File: config.mk
export PLATFORM = sky130hd
export DESIGN_NAME = itlb_ptw
export DESIGN_NICKNAME = d
export VERILOG_FILES = /design/src/rtl/mms_pkg.sv /design/src/rtl/itlb_ptw_pte_check.sv /design/src/rtl/itlb_ptw.sv
export SDC_FILE = /design/constraint.sdc
export NUM_CORES = 1
export LEC_CHECK = 0
export BUFFER_PORTS_ARGS = -buffer_cell sky130_fd_sc_hd__buf_2
export CELL_PAD_IN_SITES_DETAIL_PLACEMENT = 0
export CELL_PAD_IN_SITES_GLOBAL_PLACEMENT = 1
export CORE_AREA = 2 2 147 149
export CTS_CLUSTER_DIAMETER = 200
export CTS_CLUSTER_SIZE = 16
export DETAILED_ROUTE_END_ITERATION = 8
export DIE_AREA = 0 0 149 151
export GPL_TIMING_DRIVEN = 0
export PLACE_DENSITY = 0.68
export SLEW_MARGIN = 20
export SYNTH_ARGS = -nofsm -noshare
export SYNTH_HDL_FRONTEND = slang
export SYNTH_SLANG_ARGS = --single-unit
File: constraint.sdc
create_clock -name clk_i -period 2.2 [get_ports clk_i]
set_input_delay 0.11 -clock clk_i [delete_from_list [all_inputs] [get_ports clk_i]]
set_output_delay 0.11 -clock clk_i [all_outputs]
set_load 0.05 [all_outputs]
File: src/rtl/mms_pkg.sv
// Shared Sv32 walker types: PTE/VA layouts, PTE flag indices, walker states.
package mms_pkg;

    localparam int VPN_W   = 10;
    localparam int PPN_W   = 22;
    localparam int PGOFF_W = 12;

    localparam int PTE_V = 0;
    localparam int PTE_R = 1;
    localparam int PTE_W = 2;
    localparam int PTE_X = 3;
    localparam int PTE_U = 4;
    localparam int PTE_G = 5;
    localparam int PTE_A = 6;
    localparam int PTE_D = 7;

    localparam logic [1:0] MODE_U = 2'b00;
    localparam logic [1:0] MODE_S = 2'b01;

    typedef struct packed {
        logic [PPN_W-1:0] ppn;
        logic [1:0]       rsw;
        logic [7:0]       flags;
    } pte_t;

    typedef struct packed {
        logic [VPN_W-1:0]   vpn1;
        logic [VPN_W-1:0]   vpn0;
        logic [PGOFF_W-1:0] offset;
    } va_t;

    typedef enum logic [2:0] {
        ST_IDLE,
        ST_L1_REQ,
        ST_L1_WAIT,
        ST_L0_REQ,
        ST_L0_WAIT,
        ST_RESP
    } ptw_state_e;

endpackage

File: src/rtl/itlb_ptw_pte_check.sv
// Combinational instruction-fetch PTE check: classifies a PTE as descend, leaf or page fault.
module itlb_ptw_pte_check
    import mms_pkg::*;
(
    input  pte_t       pte,
    input  logic       level,
    input  logic [1:0] mode,
    output logic       descend,
    output logic       leaf,
    output logic       pf
);

    logic v, r, w, x, u, a;

    assign v = pte.flags[PTE_V];
    assign r = pte.flags[PTE_R];
    assign w = pte.flags[PTE_W];
    assign x = pte.flags[PTE_X];
    assign u = pte.flags[PTE_U];
    assign a = pte.flags[PTE_A];

    // level=1 is the root (L1) table; the first matching rule decides.
    always_comb begin
        descend = 1'b0;
        leaf    = 1'b0;
        pf      = 1'b0;
        if (!v || (!r && w)) begin
            pf = 1'b1;
        end else if (!r && !x) begin
            if (level) descend = 1'b1;
            else       pf      = 1'b1;
        end else if (!x || !a) begin
            pf = 1'b1;
        end else if ((mode == MODE_U) && !u) begin
            pf = 1'b1;
        end else if ((mode == MODE_S) && u) begin
            pf = 1'b1;
        end else if (level && (pte.ppn[VPN_W-1:0] != '0)) begin
            pf = 1'b1;
        end else begin
            leaf = 1'b1;
        end
    end

    logic unused_bits;
    assign unused_bits = ^{pte.rsw, pte.flags[PTE_D], pte.flags[PTE_G]};

endmodule

File: src/rtl/itlb_ptw.sv
// Sv32 page-table walker for ITLB misses. Optional 1-entry L1 PTE cache: ITLB_PTW_L1_CACHE_EN.
module itlb_ptw
    import mms_pkg::*;
#(
    parameter int VADDR_WD = 32,
    parameter int PADDR_WD = 34,
    parameter int ASID_WD  = 9,
    parameter int PTE_WD   = 32
) (
    input  logic                clk_i,
    input  logic                rst_i,
    input  logic                flush_i,
    input  logic                req_valid_i,
    output logic                req_ready_o,
    input  logic [VADDR_WD-1:0] req_vaddr_i,
    input  logic [ASID_WD-1:0]  req_asid_i,
    input  logic [1:0]          req_mode_i,
    input  logic [21:0]         satp_ppn_i,
    output logic                mem_req_valid_o,
    input  logic                mem_req_ready_i,
    output logic [PADDR_WD-1:0] mem_req_addr_o,
    input  logic                mem_rsp_valid_i,
    input  logic [PTE_WD-1:0]   mem_rsp_data_i,
    input  logic                mem_rsp_err_i,
    output logic                refill_valid_o,
    output logic [19:0]         refill_vpn_o,
    output logic [ASID_WD-1:0]  refill_asid_o,
    output logic [PTE_WD-1:0]   refill_pte_o,
    output logic                refill_super_o,
    output logic                fault_valid_o,
    output logic                page_fault_o,
    output logic                access_fault_o
);

    ptw_state_e state, state_nxt;
    logic       kill;

    logic [VPN_W-1:0]   vpn1_q, vpn0_q;
    logic [ASID_WD-1:0] asid_q;
    logic [1:0]         mode_q;
    logic [PPN_W-1:0]   satp_q;
    logic [PPN_W-1:0]   ppn_q;
    pte_t               res_pte;
    logic               res_super, res_pf, res_af;

    va_t  req_va;
    pte_t rsp_pte;
    logic rsp, is_l1, accept;
    logic descend, leaf, pf;
    logic cache_hit;
    logic [PPN_W-1:0] cache_ppn;

    assign req_va  = va_t'(req_vaddr_i);
    assign rsp_pte = pte_t'(mem_rsp_data_i);
    assign is_l1   = (state == ST_L1_WAIT);
    assign rsp     = mem_rsp_valid_i && ((state == ST_L1_WAIT) || (state == ST_L0_WAIT));
    assign accept  = (state == ST_IDLE) && req_valid_i;

    itlb_ptw_pte_check u_check (
        .pte     (rsp_pte),
        .level   (is_l1),
        .mode    (mode_q),
        .descend (descend),
        .leaf    (leaf),
        .pf      (pf)
    );

`ifdef ITLB_PTW_L1_CACHE_EN
    logic               cache_vld;
    logic [ASID_WD-1:0] cache_asid;
    logic [PPN_W-1:0]   cache_satp;
    logic [VPN_W-1:0]   cache_vpn1;

    // A flush in the accept cycle also blocks the hit, so the walk never uses a stale root.
    assign cache_hit = cache_vld && !flush_i && (cache_asid == req_asid_i)
                       && (cache_satp == satp_ppn_i) && (cache_vpn1 == req_va.vpn1);

    always_ff @(posedge clk_i) begin
        if (rst_i) begin
            cache_vld  <= 1'b0;
            cache_asid <= '0;
            cache_satp <= '0;
            cache_vpn1 <= '0;
            cache_ppn  <= '0;
        end else if (flush_i) begin
            cache_vld <= 1'b0;
        end else if (rsp && is_l1 && !kill && !mem_rsp_err_i && descend) begin
            cache_vld  <= 1'b1;
            cache_asid <= asid_q;
            cache_satp <= satp_q;
            cache_vpn1 <= vpn1_q;
            cache_ppn  <= rsp_pte.ppn;
        end
    end
`else
    assign cache_hit = 1'b0;
    assign cache_ppn = '0;
`endif

    always_ff @(posedge clk_i) begin
        if (rst_i) begin
            state <= ST_IDLE;
            kill  <= 1'b0;
        end else begin
            state <= state_nxt;
            // kill marks an in-flight read whose response must be swallowed.
            case (state)
                ST_L1_REQ, ST_L0_REQ:   kill <= mem_req_ready_i && flush_i;
                ST_L1_WAIT, ST_L0_WAIT: kill <= !mem_rsp_valid_i && (kill || flush_i);
                default:                kill <= 1'b0;
            endcase
        end
    end

    always_comb begin
        state_nxt       = state;
        req_ready_o     = 1'b0;
        mem_req_valid_o = 1'b0;
        mem_req_addr_o  = '0;
        refill_valid_o  = 1'b0;
        fault_valid_o   = 1'b0;
        page_fault_o    = 1'b0;
        access_fault_o  = 1'b0;
        case (state)
            ST_IDLE: begin
                req_ready_o = 1'b1;
                if (req_valid_i) state_nxt = cache_hit ? ST_L0_REQ : ST_L1_REQ;
            end
            ST_L1_REQ: begin
                mem_req_valid_o = 1'b1;
                mem_req_addr_o  = PADDR_WD'({satp_q, vpn1_q, 2'b00});
                if (mem_req_ready_i) state_nxt = ST_L1_WAIT;
                else if (flush_i)    state_nxt = ST_IDLE;
            end
            ST_L0_REQ: begin
                mem_req_valid_o = 1'b1;
                mem_req_addr_o  = PADDR_WD'({ppn_q, vpn0_q, 2'b00});
                if (mem_req_ready_i) state_nxt = ST_L0_WAIT;
                else if (flush_i)    state_nxt = ST_IDLE;
            end
            ST_L1_WAIT: begin
                if (mem_rsp_valid_i) begin
                    if (kill || flush_i)              state_nxt = ST_IDLE;
                    else if (!mem_rsp_err_i && descend) state_nxt = ST_L0_REQ;
                    else                              state_nxt = ST_RESP;
                end
            end
            ST_L0_WAIT: begin
                if (mem_rsp_valid_i) state_nxt = (kill || flush_i) ? ST_IDLE : ST_RESP;
            end
            ST_RESP: begin
                state_nxt      = ST_IDLE;
                refill_valid_o = !flush_i && !(res_pf || res_af);
                fault_valid_o  = !flush_i && (res_pf || res_af);
                page_fault_o   = !flush_i && res_pf;
                access_fault_o = !flush_i && res_af;
            end
            default: state_nxt = ST_IDLE;
        endcase
    end

    always_ff @(posedge clk_i) begin
        if (rst_i) begin
            vpn1_q    <= '0;
            vpn0_q    <= '0;
            asid_q    <= '0;
            mode_q    <= '0;
            satp_q    <= '0;
            ppn_q     <= '0;
            res_pte   <= '0;
            res_super <= 1'b0;
            res_pf    <= 1'b0;
            res_af    <= 1'b0;
        end else begin
            if (accept) begin
                vpn1_q <= req_va.vpn1;
                vpn0_q <= req_va.vpn0;
                asid_q <= req_asid_i;
                mode_q <= req_mode_i;
                satp_q <= satp_ppn_i;
                if (cache_hit) ppn_q <= cache_ppn;
            end
            if (rsp) begin
                res_pte   <= rsp_pte;
                res_super <= is_l1;
                res_af    <= mem_rsp_err_i;
                res_pf    <= !mem_rsp_err_i && pf;
                if (is_l1 && descend) ppn_q <= rsp_pte.ppn;
            end
        end
    end

    assign refill_vpn_o   = {vpn1_q, vpn0_q};
    assign refill_asid_o  = asid_q;
    assign refill_pte_o   = PTE_WD'(res_pte);
    assign refill_super_o = res_super;

    logic unused_bits;
    assign unused_bits = ^{req_va.offset, leaf};

endmodule

=== Yosys cells after proc, flatten, opt, wreduce, memory -nomap -nowiden ===
Cells that the tools add are included.
W data, S select, Z words.

* Register bits: 114
* Input bits: 104
* Word-level logic and storage cells: 88

* Equal/unequal tests: 9
* Muxes and demuxes: 28
* Reduce and logical (&&, ||, !) cells: 37

{| class="wikitable"
|+ Operator list
! cell !! count
|-
| $pmux W34 S2 || 1
|-
| $mux W3 || 9
|-
| $logic_and A1 B1 Y1 || 16
|-
| $mux W1 || 16
|-
| $pmux W3 S5 || 1
|-
| $reduce_bool A10 Y1 || 1
|-
| $logic_not A1 Y1 || 9
|-
| $eq A3 B2 Y1 const B || 2
|-
| $eq A3 B3 Y1 const B || 2
|-
| $ne A2 B2 Y1 const B || 3
|-
| $logic_or A1 B1 Y1 || 5
|-
| $reduce_or A2 Y1 || 2
|-
| $eq A3 B1 Y1 const B || 1
|-
| $logic_not A3 Y1 || 1
|-
| $reduce_and A3 Y1 || 1
|-
| $eq A2 B1 Y1 const B || 1
|-
| $logic_not A2 Y1 || 1
|-
| $pmux W1 S2 || 1
|-
| $reduce_and A2 Y1 || 1
|}

=== Longest topological paths before layout ===
Gate-level depths: netlist of run 1.

* Depth in word-level cells: 9
* Mapped depth: 7
* Depth with buffers taken out: 4

=== Cells and area by module ===
Synthesis of run 1 repeated with hierarchy kept, for this count alone.

* Cells, all modules: 618
* Area, all modules: 4832.1 um2

{| class="wikitable"
|+ By module, submodules not included
! module !! times used !! cells an instance !! area an instance (um2) !! seq. area each (um2)
|-
| itlb_ptw || 1 || 605 || 4739.5 || 2282.2
|-
| itlb_ptw_pte_check || 1 || 13 || 92.6 || 0.0
|}

=== Least setup slack after synthesis of run 1 ===
OpenSTA, ideal clock, no wires.

* Kind: register to register
* Start: register state[2]
* End: register mode_q[0]
* Arrival time: 2551 ps
* Required time: 2130 ps
* Path slack: -421 ps
* Cell stages (with the launch flop): 8
* Path buffers: 3
* Period minus slack after synthesis: 2621 ps
* Path through: dfxtp_1 > buf_2 > nor3_1 > and2_1 > clkbuf_1 > clkbuf_1 > nand2_1 > a21oi_1

* Cells in the longest elaborated chain, start to end: 2

{| class="wikitable"
|+ Ends and longest elaborated chain
! element !! RTL line !! text
|-
| from (decl) || itlb_ptw.sv:35 || <nowiki>ptw_state_e state, state_nxt;</nowiki>
|-
| from (signal assigned) || itlb_ptw.sv:105 || <nowiki>state <= state_nxt;</nowiki>
|-
| $logic_not A3 Y1 || itlb_ptw.sv:57 || <nowiki>assign accept = (state == ST_IDLE) && req_valid_i;</nowiki>
|-
| $logic_and A1 B1 Y1 || itlb_ptw.sv:57 ||
|-
| to (signal assigned) || itlb_ptw.sv:179 || <nowiki>mode_q <= req_mode_i;</nowiki>
|-
| to (decl) || itlb_ptw.sv:40 || <nowiki>logic [1:0] mode_q;</nowiki>
|}

Every way passes these cells.
A chain may end at the register's enable or synchronous reset.

=== Worst setup path in the final report of run 1 ===
* Start: register state[2]
* End: output port mem_req_addr_o[32]

* Cells in the longest elaborated chain, start to end: 2
* Elaborated cells on any way between the ends: 3

{| class="wikitable"
|+ Ends and longest elaborated chain
! element !! RTL line !! text
|-
| $eq A3 B2 Y1 or $eq A3 B1 Y1 (tied branches) || itlb_ptw.sv:124 || <nowiki>case (state)</nowiki>
|-
| $pmux W34 S2 (*) || itlb_ptw.sv:124 ||
|-
| to (decl) || itlb_ptw.sv:21 || <nowiki>output logic [PADDR_WD-1:0] mem_req_addr_o,</nowiki>
|}

Every way passes the cells marked *; elsewhere a longest branch is shown, timed or not.

==> results of run 1 <==
## flip-flops by register name, summed over array words and instances (netlist names), 2 cells and up
| register | flops |
|---|---|
| satp_q | 22 |
| state | 3 |
| refill_asid_o | 9 |
| vpn1_q | 10 |
| ppn_q | 22 |
| refill_pte_o | 32 |
| mode_q | 2 |
| vpn0_q | 10 |
## critical path: cells and delay by family (launching register included)
family | cells | cell delay, ns
flops | 1 | 0.31
simple gates | 2 | 0.52
buf+inv | 3 | 0.74
## path summary, 6_finish.rpt
check | from | endpoint | slack, ns | cells past startpoint
setup / recovery | state[2] | mem_req_addr_o[32] | 0.09 | 5
hold / removal | rst_i | res_pf | 0.12 | 3
setup reg to reg | state[1] | ppn_q[11] | 0.10 | 7
hold reg to reg | refill_pte_o[11] | refill_pte_o[11] | 0.45 | 2
## stage by stage
stage          hold WS, ns  TNS, ns
2_1_floorplan        0.229        0
3_3_place_gp         0.351    -6.01
3_5_place_dp         0.356    -6.47
4_1_cts             0.0978        0
5_1_grt              0.125        0
6_report             0.119        0
## layout make-up
type	instances	area share, %
buffer	52	3.43
clock buffer	18	5.79
multi-input combinational	444	29.7
tap	275	4.53
clock inverter	14	2.14
inverter	4	0.198
timing repair buffer	278	24.2
sequential	114	30.1
## power groups by stage
stage / registers, mW / clock network [mW] / logic (mW)
floorplan: 2.42 / 0 / 0.415
global placement: 2.25 / 0 / 0.902
detailed placement: 2.25 / 0 / 0.905
CTS: 2.21 / 2.90 / 1.03
global route: 2.22 / 3.01 / 1.11
finish: 2.21 / 2.84 / 1.03
## per-layer routing
| layer | wire length (µm) | share of wire, % |
|---|---|---|
| met4 | 141 | 0.77 |
| met3 | 1240 | 6.7 |
| met5 | 0 | 0 |
| met1 | 8600 | 47 |
| met2 | 8440 | 46 |
## cells by family after synthesis
logic type / share of synthesized area [%]
flip-flops: 48.2
AO/OA/AOI/OAI: 16.0
XOR/XNOR: 0.370
AND/OR/NAND/NOR: 23.2
other: 0.0792
buffers and inverters: 4.97
adder cells (fa/ha/maj): 0.211
multiplexers: 6.97
## cells in the mapped netlist (3+ instances only)
master    count
nand2_1     174
dfxtp_1     114
a21oi_1     112
clkbuf_1     39
nor2_1       39
mux2i_1      33
nand3_1      23
o21ai_0      23
buf_1         7
buf_2         5
inv_1         4
nand2b_1      4
and2_1        3
buf_4         3
nand3b_1      3
## timing repair
item / 4_1_cts / 5_1_grt
setup endpoints to repair: 32 / 114
endpoints found under the hold margin: 109 / 0
gates resized for setup: 20 / 33
buffers inserted: 0 / 0
hold buffers: 88 / 0
cloned: 0 / 0
==> reports/qor.yml, run 1 <==
outcome: "completed"
register_area_um2: 2280
die_h_um: 151
synth_cell_types: 37
crit_chain: "buf_2 > nand2b_2 > clkbuf_2 > nor2_1 > buf_2"
post_drt_wl_per_cell_um: 15.4
swShare_pct: 29.1
start_util_pct: 22.7
port_buffers: 190
synth_area_leaders: "dfxtp_1, nand2_1, a21oi_1, mux2i_1, clkbuf_1"
finalHoldViolCount: 0
cp_common_cell: "buf_2"
fin_util_pct: 36.4
rsz0062_at_grt: "no"
cp-start-kind: "flop"
drive_gt1_share_pct: 27.9
fin_area_um2: 7590
use_met3_pct: 5.39
dpl_cell_area_um2: 6040
yosysTopAreaCell: "dfxtp_1"
clkPwrFrac_pct: 46.8
clock_skew_ns: 0.0121
synthArstFlopShare_pct: 0
seqPwrFrac_pct: 36.4
peakVddDrop_mv: 0.587
wirelength_um: 18400
dieWidth_um: 149
grt_use_total_pct: 16.5
drcViolationCount: 0
slowest_stage: "dfxtp_1"
io_pins: 206
insertion_delay_ns: 0.42
ys_ff_latch: 114
use_met2_pct: 27.2
ys_warn_count: 0
syn_inst: 615
netlist_area_um2: 4740
ys_seq_area_share_pct: 48.2
drv_slew: 0
combPwrFrac_pct: 16.9
cts_tree: "done"
use_met1_pct: 21.1
synth_edf_count: 0
fmax_ghz: 0.475
top_usage_layer: "met2"
detail_route.first_pass.iterations: 4
die-area_um2: 22500
htreeDepth: 4
syn_to_final_growth_pct: 60.2
cp-end-kind: "primary output"
final_cell_mix: "buf_2, nand2_1, dfxtp_1"
clockBufferDepth: 2
dp_slack_ns: -0.333
antenna_found_initial: 0
cts_buffers: 17
min_period_over_period_pct: 95.7
overflow: 0
synth_flop_cell: "dfxtp_1"
max-cap-violations: 0
critical_path_class: "reg2out"
cts.clk_slew.worst_paths_ns: 0.06
worstPathArrival_ns: 2.00
p_leak_nw: 3.18
cts_root_buffer: "clkbuf_16"
layout_min_cycle_time_ns: 2.11
diodes: 0
setup_slack_ns: 0.0939
nets: 1015
p_per_area_nw_per_um2: 801
vias: 5221
max_stage_delay_ns: 0.31
yosys.area.top_type_share_pct: 48.2
worst_pin_slew_ns: 0.662
grt_max_degree: 17
dp.cells: 1081
slew_headroom_pct: 55.9
gp_congestion: 0.781
p_int_mw: 4.31
cts_sinks: 114
layoutNonFillerInstCount: 1199
fill_cells: 2280
num_rows: 53
power_mw: 6.08
synth.avg_cell_area_um2: 7.70
ant_nets: 0
crit_required_ns: 2.09
hpwlAfterDp_um: 13500
setup_viol: 0
p_sw_mw: 1.77
multiInputGateArea_um2: 2250
critical_path.max_fanout: 10
final_common_cell: "buf_2"
grt_pass1_wl_um: 28200
min_path_type: "in2reg"
coreArea_um2: 20800
viasPerCell: 4.35
first_global_vias: 5187
drt_iter0_markers: 205
Power figures use the tool's default switching activity.
==> run 2, diff against run 1 <==
CORE_AREA = 2 2 122 124   (was 2 2 147 149)
CTS_BUF_LIST = sky130_fd_sc_hd__clkbuf_2   (was not set)
DIE_AREA = 0 0 124 126   (was 0 0 149 151)
PLACE_DENSITY = 0.8   (was 0.68)
==> reports/qor.yml, run 2 (same netlist as run 1, synthesis figures left out) <==
diodes: 0  # unchanged
fin_util_pct: 53.3  # +17 points
power_mw: 4.92  # -19%
start_util_pct: 33.1  # +10 points
clkPwrFrac_pct: 32.8  # -14 points
die-area_um2: 15600  # -31%
antenna_found_initial: 0  # unchanged
setup_viol: 0  # unchanged
critical_path_class: "reg2reg"
htreeDepth: 4  # unchanged
min_path_type: "in2reg"
drcViolationCount: 0  # unchanged
cp-end-kind: "flop"
clockBufferDepth: 2  # unchanged
detail_route.first_pass.iterations: 4  # unchanged
num_rows: 44  # -17%
p_per_area_nw_per_um2: 645  # -20%
p_leak_nw: 3.17  # about the same
cts_root_buffer: "clkbuf_2"
vias: 5322  # +1.9%
first_global_vias: 5152  # -0.67%
critical_path.max_fanout: 10  # unchanged
max-cap-violations: 0  # unchanged
cts_buffers: 17  # unchanged
swShare_pct: 32.5  # +3.4 points
hpwlAfterDp_um: 11900  # -12%
slowest_stage: "or4_4"
ant_nets: 0  # unchanged
tns_ns: 0  # unchanged
outcome: "completed"
insertion_delay_ns: 0.68  # +0.26 ns
largest_reg_flops: 32  # unchanged
post_drt_wl_per_cell_um: 15.4  # +0.10%
grt_max_degree: 17  # unchanged
worst_pin_slew_ns: 0.622  # -0.0396 ns
fmax_ghz: 0.470  # -0.91%
peakVddDrop_mv: 0.438  # -25%
die_h_um: 126  # -17%
nets: 1033  # +1.8%
finalHoldViolCount: 0  # unchanged
gp_congestion: 0.852  # +9.1%
combPwrFrac_pct: 22.2  # +5.3 points
p_int_mw: 3.32  # -23%
clock_skew_ns: 0.0272  # +0.0151 ns
worstPathArrival_ns: 2.71  # +0.71 ns
slew_headroom_pct: 58.5  # +2.6 points
cp-start-kind: "flop"
grt_pass1_wl_um: 26000  # -8.0%
layout_min_cycle_time_ns: 2.13  # +0.0193 ns
min_period_over_period_pct: 96.6  # +0.88 points
final_cell_mix: "nand2_1, buf_2, a21oi_1"
reg2reg_depth: 6  # -1
drt_iter0_markers: 190  # -7.3%
holdWs_ns: 0.173  # +0.0535 ns
rsz0062_at_grt: "yes"
syn_to_final_growth_pct: 61.2
cts.clk_slew.worst_paths_ns: 0.21  # +0.15 ns
crit_required_ns: 2.78  # +0.69 ns
final_common_cell: "nand2_1"
grt_use_total_pct: 21.6  # +5.1 points
drive_gt1_share_pct: 28.5  # +0.53 points
cts_sinks: 114  # unchanged
max_stage_delay_ns: 0.54  # +0.23 ns
overflow: 0  # unchanged
crit_chain: "or3b_1 > buf_2 > or4_4 > clkbuf_2 > o21ai_0 > a21oi_1"
port_buffers: 190  # unchanged
viasPerCell: 4.73  # +8.5%
cts_tree: "done"
seqPwrFrac_pct: 45.0  # +8.6 points
drv_slew: 0  # unchanged
coreArea_um2: 14300  # -31%
worst_hold_path.num_cells: 4  # +1
p_sw_mw: 1.60  # -9.6%
fill_cells: 1428  # -37%
wirelength_um: 17300  # -6.0%
io_pins: 206  # unchanged
dieWidth_um: 124  # -17%
[run 2: cell types whose count changed in the layout (fill, tap and decap cells not counted), sizes merged]
cell,before,now
dlygate4sd3,88,96
buf,202,208
clkbuf,58,62
clkinvlp,4,2
bufinv,3,4
clkinv,6,7
[run 2: through the flow]
stage / setup WS [ns] / instance area (µm²) / cells
after detailed placement: -0.165 / 5930 / 990
after global placement: -0.205 / 5930 / 990
after global routing: -0.0143 / 7630 / 1126
after floorplan: 0.0612 / 4750 / 616
final: 0.0746 / 7630 / 1126
after CTS: 0.00222 / 7420 / 1117
[run 2: layout make-up]
cell class | count | area, µm² | share of cell area [%]
flip-flops and latches | 114 | 2290 | 30.0
multi-input cells | 444 | 2310 | 30.3
clock inverters | 14 | 186 | 2.44
well taps | 184 | 230 | 3.02
plain buffers | 52 | 333 | 4.36
clock buffers | 18 | 90.1 | 1.18
repair buffers | 296 | 2180 | 28.6
inverters | 4 | 15.0 | 0.197
[run 2: path summary, 6_finish.rpt]
check | start | end | slack (ns)
worst max-delay path | state[1] | ppn_q[12] | 0.07
worst min-delay path | req_vaddr_i[24] | vpn1_q[2] | 0.17
worst max register to register | state[1] | ppn_q[12] | 0.07
worst min register to register | satp_q[5] | satp_q[5] | 0.46
[run 2: worst max-delay path: cells and delay by family, from the launching register on]
family,cells,cell delay (ns)
simple gates,2,0.90
flops,1,0.47
buf+inv,2,0.37
compound gates,2,0.28
[run 2: power by group through the flow]
stage	Sequential [mW]	Combinational [mW]	Clock, mW
finish	2.22	1.09	1.61
global route	2.23	1.17	1.73
CTS	2.21	1.06	1.65
detailed placement	2.25	0.877	0
global placement	2.25	0.877	0
floorplan	2.42	0.415	0
[run 2: what timing repair did]
item,CTS,global route
hold buffers,96,0
endpoints found under the hold margin,114,0
pin swaps,0,5
endpoints found under the setup margin,37,82
buffers inserted,0,6
gates cloned,0,4
resized for setup,86,34
[run 2: per-layer routing]
metal  up-vias  share of wire [%]  track usage [%]
met2       175                 47             35.2
li1       2686                  -                -
met3        23                6.1             6.39
met4         0                1.4             7.07
met5         -                  0                0
met1      2438                 45             27.2
